$ cat config.mk
export PLATFORM = sky130hd
export DESIGN_NAME = video_timing_driver
export DESIGN_NICKNAME = d
export VERILOG_FILES = /design/src/rtl/video_timing_pkg.sv /design/src/rtl/video_axis_counter.sv /design/src/rtl/video_timing_driver.sv
export SDC_FILE = /design/constraint.sdc
export NUM_CORES = 1
export LEC_CHECK = 0
export CELL_PAD_IN_SITES_DETAIL_PLACEMENT = 1
export CELL_PAD_IN_SITES_GLOBAL_PLACEMENT = 1
export CORE_MARGIN = 4
export CORE_UTILIZATION = 36
export DETAILED_ROUTE_END_ITERATION = 12
export DONT_BUFFER_PORTS = 1
export GPL_ROUTABILITY_DRIVEN = 0
export PLACE_DENSITY = 0.78
export RECOVER_POWER = 25
export SLEW_MARGIN = 20
export SYNTH_ARGS = -nofsm -noshare
export SYNTH_HDL_FRONTEND = slang
export SYNTH_HIERARCHICAL = 1
export SYNTH_SLANG_ARGS = --single-unit
$ cat constraint.sdc
create_clock -name pixel_clk -period 2.8 [get_ports pixel_clk]
set_clock_uncertainty 0.05 [all_clocks]
set_input_delay 0.56 -clock pixel_clk [delete_from_list [all_inputs] [get_ports pixel_clk]]
set_output_delay 0.56 -clock pixel_clk [all_outputs]
set_load 0.01 [all_outputs]
$ cat src/rtl/video_timing_pkg.sv
// Shared raster constants, colour constants and coordinate type for the video pipeline.
// Timing sets are plain ints; the driver narrows them to the 11-bit coordinate width.
package video_timing_pkg;

    localparam int COORD_W = 11;
    typedef logic [COORD_W-1:0] coord_t;
    typedef logic [23:0]        rgb_t;

    // 1280x720@60, 74.25 MHz
    localparam int H720_SYNC = 40,  H720_BACK = 220, H720_DISP = 1280, H720_TOTAL = 1650;
    localparam int V720_SYNC = 5,   V720_BACK = 20,  V720_DISP = 720,  V720_TOTAL = 750;

    // 640x480@60, 25.175 MHz
    localparam int H480_SYNC = 96,  H480_BACK = 48,  H480_DISP = 640,  H480_TOTAL = 800;
    localparam int V480_SYNC = 2,   V480_BACK = 33,  V480_DISP = 480,  V480_TOTAL = 525;

    // 1920x1080@60, 148.5 MHz; H total exceeds the 11-bit counter, so it needs a wider build
    localparam int H1080_SYNC = 44, H1080_BACK = 148, H1080_DISP = 1920, H1080_TOTAL = 2200;
    localparam int V1080_SYNC = 5,  V1080_BACK = 36,  V1080_DISP = 1080, V1080_TOTAL = 1125;

    localparam rgb_t BLACK = 24'h000000;
    localparam rgb_t WHITE = 24'hFFFFFF;
    localparam rgb_t BLUE  = 24'h0000FF;
    localparam rgb_t GREEN = 24'h00FF00;

endpackage

$ cat src/rtl/video_axis_counter.sv
// One raster axis: free-running position counter with raw sync/active decode and a wrap strobe.
// The vertical instance is clocked every pixel but only advances when enable (horizontal wrap) is set.
module video_axis_counter
    import video_timing_pkg::*;
#(
    parameter coord_t SYNC  = coord_t'(H720_SYNC),
    parameter coord_t BACK  = coord_t'(H720_BACK),
    parameter coord_t DISP  = coord_t'(H720_DISP),
    parameter coord_t TOTAL = coord_t'(H720_TOTAL)
) (
    input  logic               clk,
    input  logic               rst,
    input  logic               enable,
    output logic [COORD_W-1:0] count,
    output logic               sync,
    output logic               active,
    output logic               wrap
);

    localparam coord_t ACT_START = coord_t'(SYNC + BACK);
    localparam coord_t ACT_END   = coord_t'(SYNC + BACK + DISP);
    localparam coord_t LAST      = coord_t'(TOTAL - 1);
    localparam coord_t ONE       = coord_t'(1);

    assign wrap   = enable && (count == LAST);
    assign sync   = (count < SYNC);
    assign active = (count >= ACT_START) && (count < ACT_END);

    // NOTE: state registers use non-blocking assignments so every flop samples pre-edge values.
    always_ff @(posedge clk) begin
        if (rst)         count <= '0;
        else if (wrap)   count <= '0;
        else if (enable) count <= count + ONE;
    end

endmodule

$ cat src/rtl/video_timing_driver.sv
// Raster timing generator: issues pixel coordinates one clock ahead of active video and
// re-emits the generator's registered pixel_data aligned with sync/DE for the TMDS encoder.
module video_timing_driver
    import video_timing_pkg::*;
#(
    parameter coord_t H_SYNC   = coord_t'(H720_SYNC),
    parameter coord_t H_BACK   = coord_t'(H720_BACK),
    parameter coord_t H_DISP   = coord_t'(H720_DISP),
    parameter coord_t H_TOTAL  = coord_t'(H720_TOTAL),
    parameter coord_t V_SYNC   = coord_t'(V720_SYNC),
    parameter coord_t V_BACK   = coord_t'(V720_BACK),
    parameter coord_t V_DISP   = coord_t'(V720_DISP),
    parameter coord_t V_TOTAL  = coord_t'(V720_TOTAL),
    parameter logic   SYNC_POL = 1'b1
) (
    input  logic               pixel_clk,
    input  logic               sys_rst,
    input  logic [23:0]        pixel_data,
    output logic               video_hs,
    output logic               video_vs,
    output logic               video_de,
    output logic [23:0]        video_rgb,
    output logic               data_req,
    output logic [COORD_W-1:0] pixel_xpos,
    output logic [COORD_W-1:0] pixel_ypos,
    output logic               frame_end
);

    // Request window leads the active window by one clock to cover the generator's register.
    localparam coord_t REQ_START = coord_t'(H_SYNC + H_BACK - 1);
    localparam coord_t REQ_END   = coord_t'(H_SYNC + H_BACK + H_DISP - 1);
    localparam coord_t V_START   = coord_t'(V_SYNC + V_BACK);

    coord_t cnt_h, cnt_v;
    logic   h_sync, h_active, h_wrap;
    logic   v_sync, v_active, v_wrap;
    logic   h_req;

    video_axis_counter #(
        .SYNC (H_SYNC), .BACK (H_BACK), .DISP (H_DISP), .TOTAL (H_TOTAL)
    ) u_h_counter (
        .clk    (pixel_clk),
        .rst    (sys_rst),
        .enable (1'b1),
        .count  (cnt_h),
        .sync   (h_sync),
        .active (h_active),
        .wrap   (h_wrap)
    );

    video_axis_counter #(
        .SYNC (V_SYNC), .BACK (V_BACK), .DISP (V_DISP), .TOTAL (V_TOTAL)
    ) u_v_counter (
        .clk    (pixel_clk),
        .rst    (sys_rst),
        .enable (h_wrap),
        .count  (cnt_v),
        .sync   (v_sync),
        .active (v_active),
        .wrap   (v_wrap)
    );

    assign h_req = (cnt_h >= REQ_START) && (cnt_h < REQ_END);

    assign video_hs   = h_sync ? SYNC_POL : ~SYNC_POL;
    assign video_vs   = v_sync ? SYNC_POL : ~SYNC_POL;
    assign video_de   = v_active && h_active;
    assign data_req   = v_active && h_req;
    assign pixel_xpos = data_req ? cnt_h - REQ_START : '0;
    assign pixel_ypos = data_req ? cnt_v - V_START : '0;
    assign video_rgb  = video_de ? pixel_data : BLACK;
    assign frame_end  = v_wrap;

endmodule

# After elaboration in Yosys (flattened, before gate mapping)
# Cells that the tools add are included.
# word_totals
output_inout_bits,51
wordCells,29
inputBits,26
regBits,22
# op_classes
n_reduce_logical,8
addsub,4
n_mux,5
n_eq_ne,2
magnitude_cmp,8
# ops
operator,count
two-way mux 24 bit,1
"adder 11 x 1 -> 11 bit, second input constant",2
">= comparator 11 x 9 -> 1 bit, second input constant",2
"< comparator 11 bit, second input constant",2
two-way mux 11 bit,2
"== test 11 x 10 -> 1 bit, second input constant",1
"== test 11 bit, second input constant",1
">= comparator 11 x 5 -> 1 bit, second input constant",1
"< comparator 11 x 10 -> 1 bit, second input constant",1
"< comparator 11 x 3 -> 1 bit, second input constant",1
"< comparator 11 x 6 -> 1 bit, second input constant",1
"subtractor 11 x 5 -> 11 bit, second input constant",1
"subtractor 11 x 9 -> 11 bit, second input constant",1
logical AND 1 bit,6
OR reduction 2 bit,2
two-way mux 1 bit,2

# Logic depth before layout (Yosys ltp)
# logic_depth
ltp_word,4
depth_mapped,10
ltp_nobuf,8

# By module
# Netlist, hierarchy kept.
# modules_own_cells
module,instances,cells_each,area_each_um2
video_timing_driver,1,108,656.9
video_axis_counter at u_v_counter,1,72,591.8
video_axis_counter at u_h_counter,1,68,585.6

# Least setup slack after synthesis
# OpenSTA, ideal clock, no wires.
# synth_path
path_type,register to output
from,reg u_h_counter.count[3]
to,out pixel_xpos[10]
setup_slack_ns,0.173
arrival_ns,2.017
path_buffers,0
path_stages_with_launch,5
cell_sequence,dfxtp_1 -> or4_4 -> or4_4 -> a211o_1 -> a31oi_1
# synth_between
elab_chain_len,4
elab_cells_between_ends,6
classes_between,add/sub (1); order compare (2); mux (1); reduce/logical (2)
# synth_lines
item,line_no,text
start: declaration,video_axis_counter.sv:14,"output logic [COORD_W-1:0] count,"
start signal: assignment,video_axis_counter.sv:33,else if (enable) count <= count + ONE;
>= comparator 11 x 9 -> 1 bit or < comparator 11 bit (tied branches),video_timing_driver.sv:63,assign h_req = (cnt_h >= REQ_START) && (cnt_h < REQ_END);
logical AND 1 bit,video_timing_driver.sv:63,
logical AND 1 bit,video_timing_driver.sv:68,assign data_req = v_active && h_req;
two-way mux 11 bit (*),video_timing_driver.sv:69,assign pixel_xpos = data_req ? cnt_h - REQ_START : '0;
end: declaration,video_timing_driver.sv:24,"output logic [COORD_W-1:0] pixel_xpos,"
# Every way passes the cells marked *; elsewhere a longest branch is shown, timed or not.

# Final worst setup path
# Ends and elaborated chain as after synthesis.

==> metrics.sh <==
SEQ_AREA_FRAC_SYNTH_PCT=24.0
WORSTSETUPENDPOINTTYPE='output pin'
DIE_X_UM=79.4
IOPINCOUNT=77
R2R_END='u_v_counter/count[6]'
SYNTHARSTFLOPSHARE_PCT=0
FIN_CRIT_NS=2.76
INITIAL_UTILIZATION_PCT=38.1
POSTPLACECELLAREA_UM2=2150
LATEST_CLOCK_ARRIVAL_WITHIN_THE_WORST_SKEW_PAIR_NS=0.26
CP-ENDPOINT='pixel_xpos[10]'
DIE_AREA_UM2=6300
CRITICAL_PATH_CLASS='reg -> out'
HOLD_PATH.CLASS='reg -> reg'
SYN2LAYOUT_AREA_GROWTH_PCT=29.9
TRITONCTS='done'
DIE-HEIGHT_UM=79.4
CLKTRANSATPATHREGS_NS=0.08
POWER_LEAKAGE_nW=1.01
SYNTH.CELL_AREA_UM2=1830
YOSYS_WARNINGS=6
SYNTH_NETS=280
FINISH.UTILIZATION_PCT=49.5
DRT_DRC_VIOLATIONS_LEFT=0
RSZ_0062_RAISED_AFTER_GLOBAL_ROUTING='true'
DRTANTENNAVIOLNETS=0
POST_ROUTE_CLOCK_PERIOD_UTILIZATION_PCT=98.7
PLACE_INST=342
STD_CELL_ROWS=25
SYNTH-SEQ-CELLS=22
MAXSLEWVIOLCOUNT=0
CTS.ROOT.BUFFER_CELL='sky130_fd_sc_hd__clkbuf_8'
LAYOUT.CELL_AREA.NON_FILLER_UM2=2380
FINAL_CELLS=352
CTS_HOLD_BUFFERS=0
GLOBAL_ROUTE.OVERFLOW_TOTAL=0
WORSTREG2REGSTART='u_h_counter/count[2]'
CRITICAL_PATH_PEAK_FANOUT=4
CRIT_ARRIVAL_NS=2.15
TRITONCTS_NUM_SINKS=22
FINAL-SETUP-VIOL-COUNT=0
FINALHOLDWORSTSLACK_NS=0.502
DESIGN.FINAL.NETS=318
INSERTEDDIODECOUNT=0
NUMBER_OF_INSTANCES_IN_THE_SYNTHESIZED_NETLIST=248
CTS_INSERTED_BUFFERS=3
GROUTE.USAGE.OVERALL_PCT=19.3
WL_PER_CELL_UM=17.9
HOLD_VIOLATIONS=0
WORST_SLEW_MARGIN_REL_PCT=8.95
MAX-VDD-IR-DROP_mV=0.123
FIRST_GLOBAL_VIAS=1954
FIRST_DRT_ITERATION_DRCS=124
STARTPOINT_TYPE='flip-flop'
SYNTH_EDF_COUNT=0
YOSYS_MOST_USED_DFF='sky130_fd_sc_hd__dfxtp_1'
SLEW_AT_THE_PIN_CLOSEST_TO_ITS_MAX_SLEW_LIMIT_NS=1.35
NUM_VIAS=2030
CTS_HTREE_LEVELS=1
GRT_FIRST_PASS_WIRELENGTH_MM=9.59
CTS.PATH.MAX_BUFFERS=2
GRT_MAX_DEGREE=26
POWER.DENSITY_nW_PER_UM2=255
FINAL.SETUP.TNS_NS=0
FILLERS=616
ROUTED_WIRELENGTH_MM=6.30
FF2FF_PATH_DEPTH=7
SYN-MEAN-INSTANCE-AREA_UM2=7.40
IO_BUFFER_COUNT=0
SETUP.REG_TO_REG.WORST_SLACK_NS=0.21
DPL.HPWL_MM=4.54
WORSTSETUPSTARTPOINT='u_h_counter/count[3]'
SYNTH_CELL_TYPE_COUNT=45
FIRSTDRTPASSITERS=4
GRT_ANTENNA_BEFORE_REPAIR=0
OUTCOME='complete, no violations'
DRT-VIAS-PER-INSTANCE=5.77
CRIT_REQUIRED_NS=2.19
MAX_FREQ_MHz=362
DRV_CAP=0
COREAREA_UM2=4820
DRIVE_GT1_SHARE_PCT=27.4
## layout by cell type (no fill, tap or decap), types with 2 or more instances in the layout
cell / count
sky130_fd_sc_hd__nand4_1: 8
sky130_fd_sc_hd__and3_1: 17
sky130_fd_sc_hd__and2_1: 2
sky130_fd_sc_hd__or4_1: 3
sky130_fd_sc_hd__or3_1: 7
sky130_fd_sc_hd__or3_4: 2
sky130_fd_sc_hd__buf_4: 37
sky130_fd_sc_hd__nor2_1: 43
sky130_fd_sc_hd__o21ai_0: 8
sky130_fd_sc_hd__a211oi_1: 3
sky130_fd_sc_hd__and3_4: 9
sky130_fd_sc_hd__dfxtp_2: 6
sky130_fd_sc_hd__xnor2_1: 20
sky130_fd_sc_hd__nor3_1: 6
sky130_fd_sc_hd__nor3_2: 5
sky130_fd_sc_hd__a211o_1: 2
sky130_fd_sc_hd__inv_1: 11
sky130_fd_sc_hd__clkbuf_8: 4
sky130_fd_sc_hd__nand2b_1: 2
sky130_fd_sc_hd__nand2_1: 10
sky130_fd_sc_hd__a21oi_1: 11
sky130_fd_sc_hd__buf_6: 5
sky130_fd_sc_hd__ha_1: 6
sky130_fd_sc_hd__dfxtp_1: 16
sky130_fd_sc_hd__or4_4: 2
sky130_fd_sc_hd__o31ai_1: 4
sky130_fd_sc_hd__nand3_1: 5
sky130_fd_sc_hd__xor2_1: 10
## through the flow
step           power, mW  setup WS (ns)
2_1_floorplan      0.366          0.173
3_3_place_gp       0.377          0.229
3_5_place_dp       0.379          0.200
4_1_cts            0.613       -0.00922
5_1_grt            0.636        -0.0576
6_report           0.608         0.0375
## where the power goes
group          total (mW)  switching, mW  internal, mW
Clock               0.229          0.104         0.125
Combinational      0.0611         0.0358        0.0253
Sequential          0.317        0.00166         0.316
Total               0.608          0.142         0.466
## state kept, by name, summed over array words and instances, names as in the netlist
name,flops
u_h_counter/count,11
u_v_counter/count,11
## cell families (layout without fill, tap and decap cells)
logic type      count (synthesis)  count (layout)  synth area share, %
other cells                     1               1                0.204
xor+xnor                       30              30                 14.3
flops                          22              22                 24.0
fa+ha+maj                       6               6                 4.09
buf+inv                        21              58                 5.46
compound gates                 36              36                 12.8
simple gates                  132             132                 39.2
## worst max-delay path, cell delays in order, from the launching register on
cell and delay, ns:
sky130_fd_sc_hd__dfxtp_2 0.32, sky130_fd_sc_hd__or4_4 0.56, sky130_fd_sc_hd__or4_4 0.43, sky130_fd_sc_hd__a211o_1 0.26, sky130_fd_sc_hd__a31oi_1 0.16, sky130_fd_sc_hd__buf_4 0.14
## timing repair
action,CTS,global route
gates resized for setup,6,32
endpoints found under the setup margin,44,48
gates cloned,1,2
setup buffers,2,1
endpoints found under the hold margin,0,0
pin swaps,2,4
## worst min-delay path by stage
stage | start | to | cells after the start
global placement | u_v_counter/count[3] | u_v_counter/count[3] | 2
detailed placement | u_v_counter/count[3] | u_v_counter/count[3] | 2
finish | u_v_counter/count[3] | u_v_counter/count[3] | 2
CTS | u_v_counter/count[3] | u_v_counter/count[3] | 2
floorplan | u_h_counter/count[10] | u_h_counter/count[10] | 2
global route | u_v_counter/count[1] | u_v_counter/count[1] | 2
## cells in the mapped netlist, types with 2 or more instances
| cell | number | area share (%) |
|---|---|---|
| sky130_fd_sc_hd__a211oi_1 | 3 | 1.2 |
| sky130_fd_sc_hd__nor3_1 | 10 | 2.7 |
| sky130_fd_sc_hd__o21ai_0 | 8 | 2.2 |
| sky130_fd_sc_hd__inv_1 | 11 | 2.3 |
| sky130_fd_sc_hd__or3_1 | 8 | 2.7 |
| sky130_fd_sc_hd__o31ai_1 | 3 | 1.2 |
| sky130_fd_sc_hd__buf_4 | 3 | 1.2 |
| sky130_fd_sc_hd__nor4_1 | 2 | 0.68 |
| sky130_fd_sc_hd__and3_1 | 26 | 8.9 |
| sky130_fd_sc_hd__nand4_1 | 8 | 2.7 |
| sky130_fd_sc_hd__buf_2 | 2 | 0.55 |
| sky130_fd_sc_hd__nor2_1 | 43 | 8.8 |
| sky130_fd_sc_hd__and2_1 | 2 | 0.68 |
| sky130_fd_sc_hd__xnor2_1 | 20 | 9.5 |
| sky130_fd_sc_hd__ha_1 | 6 | 4.1 |
| sky130_fd_sc_hd__nand2_1 | 11 | 2.3 |
| sky130_fd_sc_hd__clkbuf_1 | 4 | 0.82 |
| sky130_fd_sc_hd__a21oi_1 | 12 | 3.3 |
| sky130_fd_sc_hd__xor2_1 | 10 | 4.8 |
| sky130_fd_sc_hd__or4_4 | 2 | 1.2 |
| sky130_fd_sc_hd__nand2b_1 | 2 | 0.68 |
| sky130_fd_sc_hd__or4_1 | 3 | 1.2 |
| sky130_fd_sc_hd__a211o_1 | 2 | 0.96 |
| sky130_fd_sc_hd__nand3_1 | 5 | 1.4 |
| sky130_fd_sc_hd__dfxtp_1 | 22 | 24 |
## layer usage
metal | vias up | track usage, % | share of wire (%)
li1 | 959 | - | -
met1 | 977 | 22.8 | 41
met2 | 83 | 35.9 | 51
met3 | 11 | 2.37 | 5.5
met4 | 0 | 6.19 | 2.2
met5 | - | 0 | 0
## final cells by class
cell class                 count  area (µm²)  share of cell area, %
multi-input combinational    205        1420                   59.4
sequential                    22         448                   18.8
timing repair buffer          43         339                   14.2
tap                           67        83.8                   3.52
clock buffer                   4        55.1                   2.31
inverter                      11        41.3                   1.73
(Power assumes the default switching activity.)
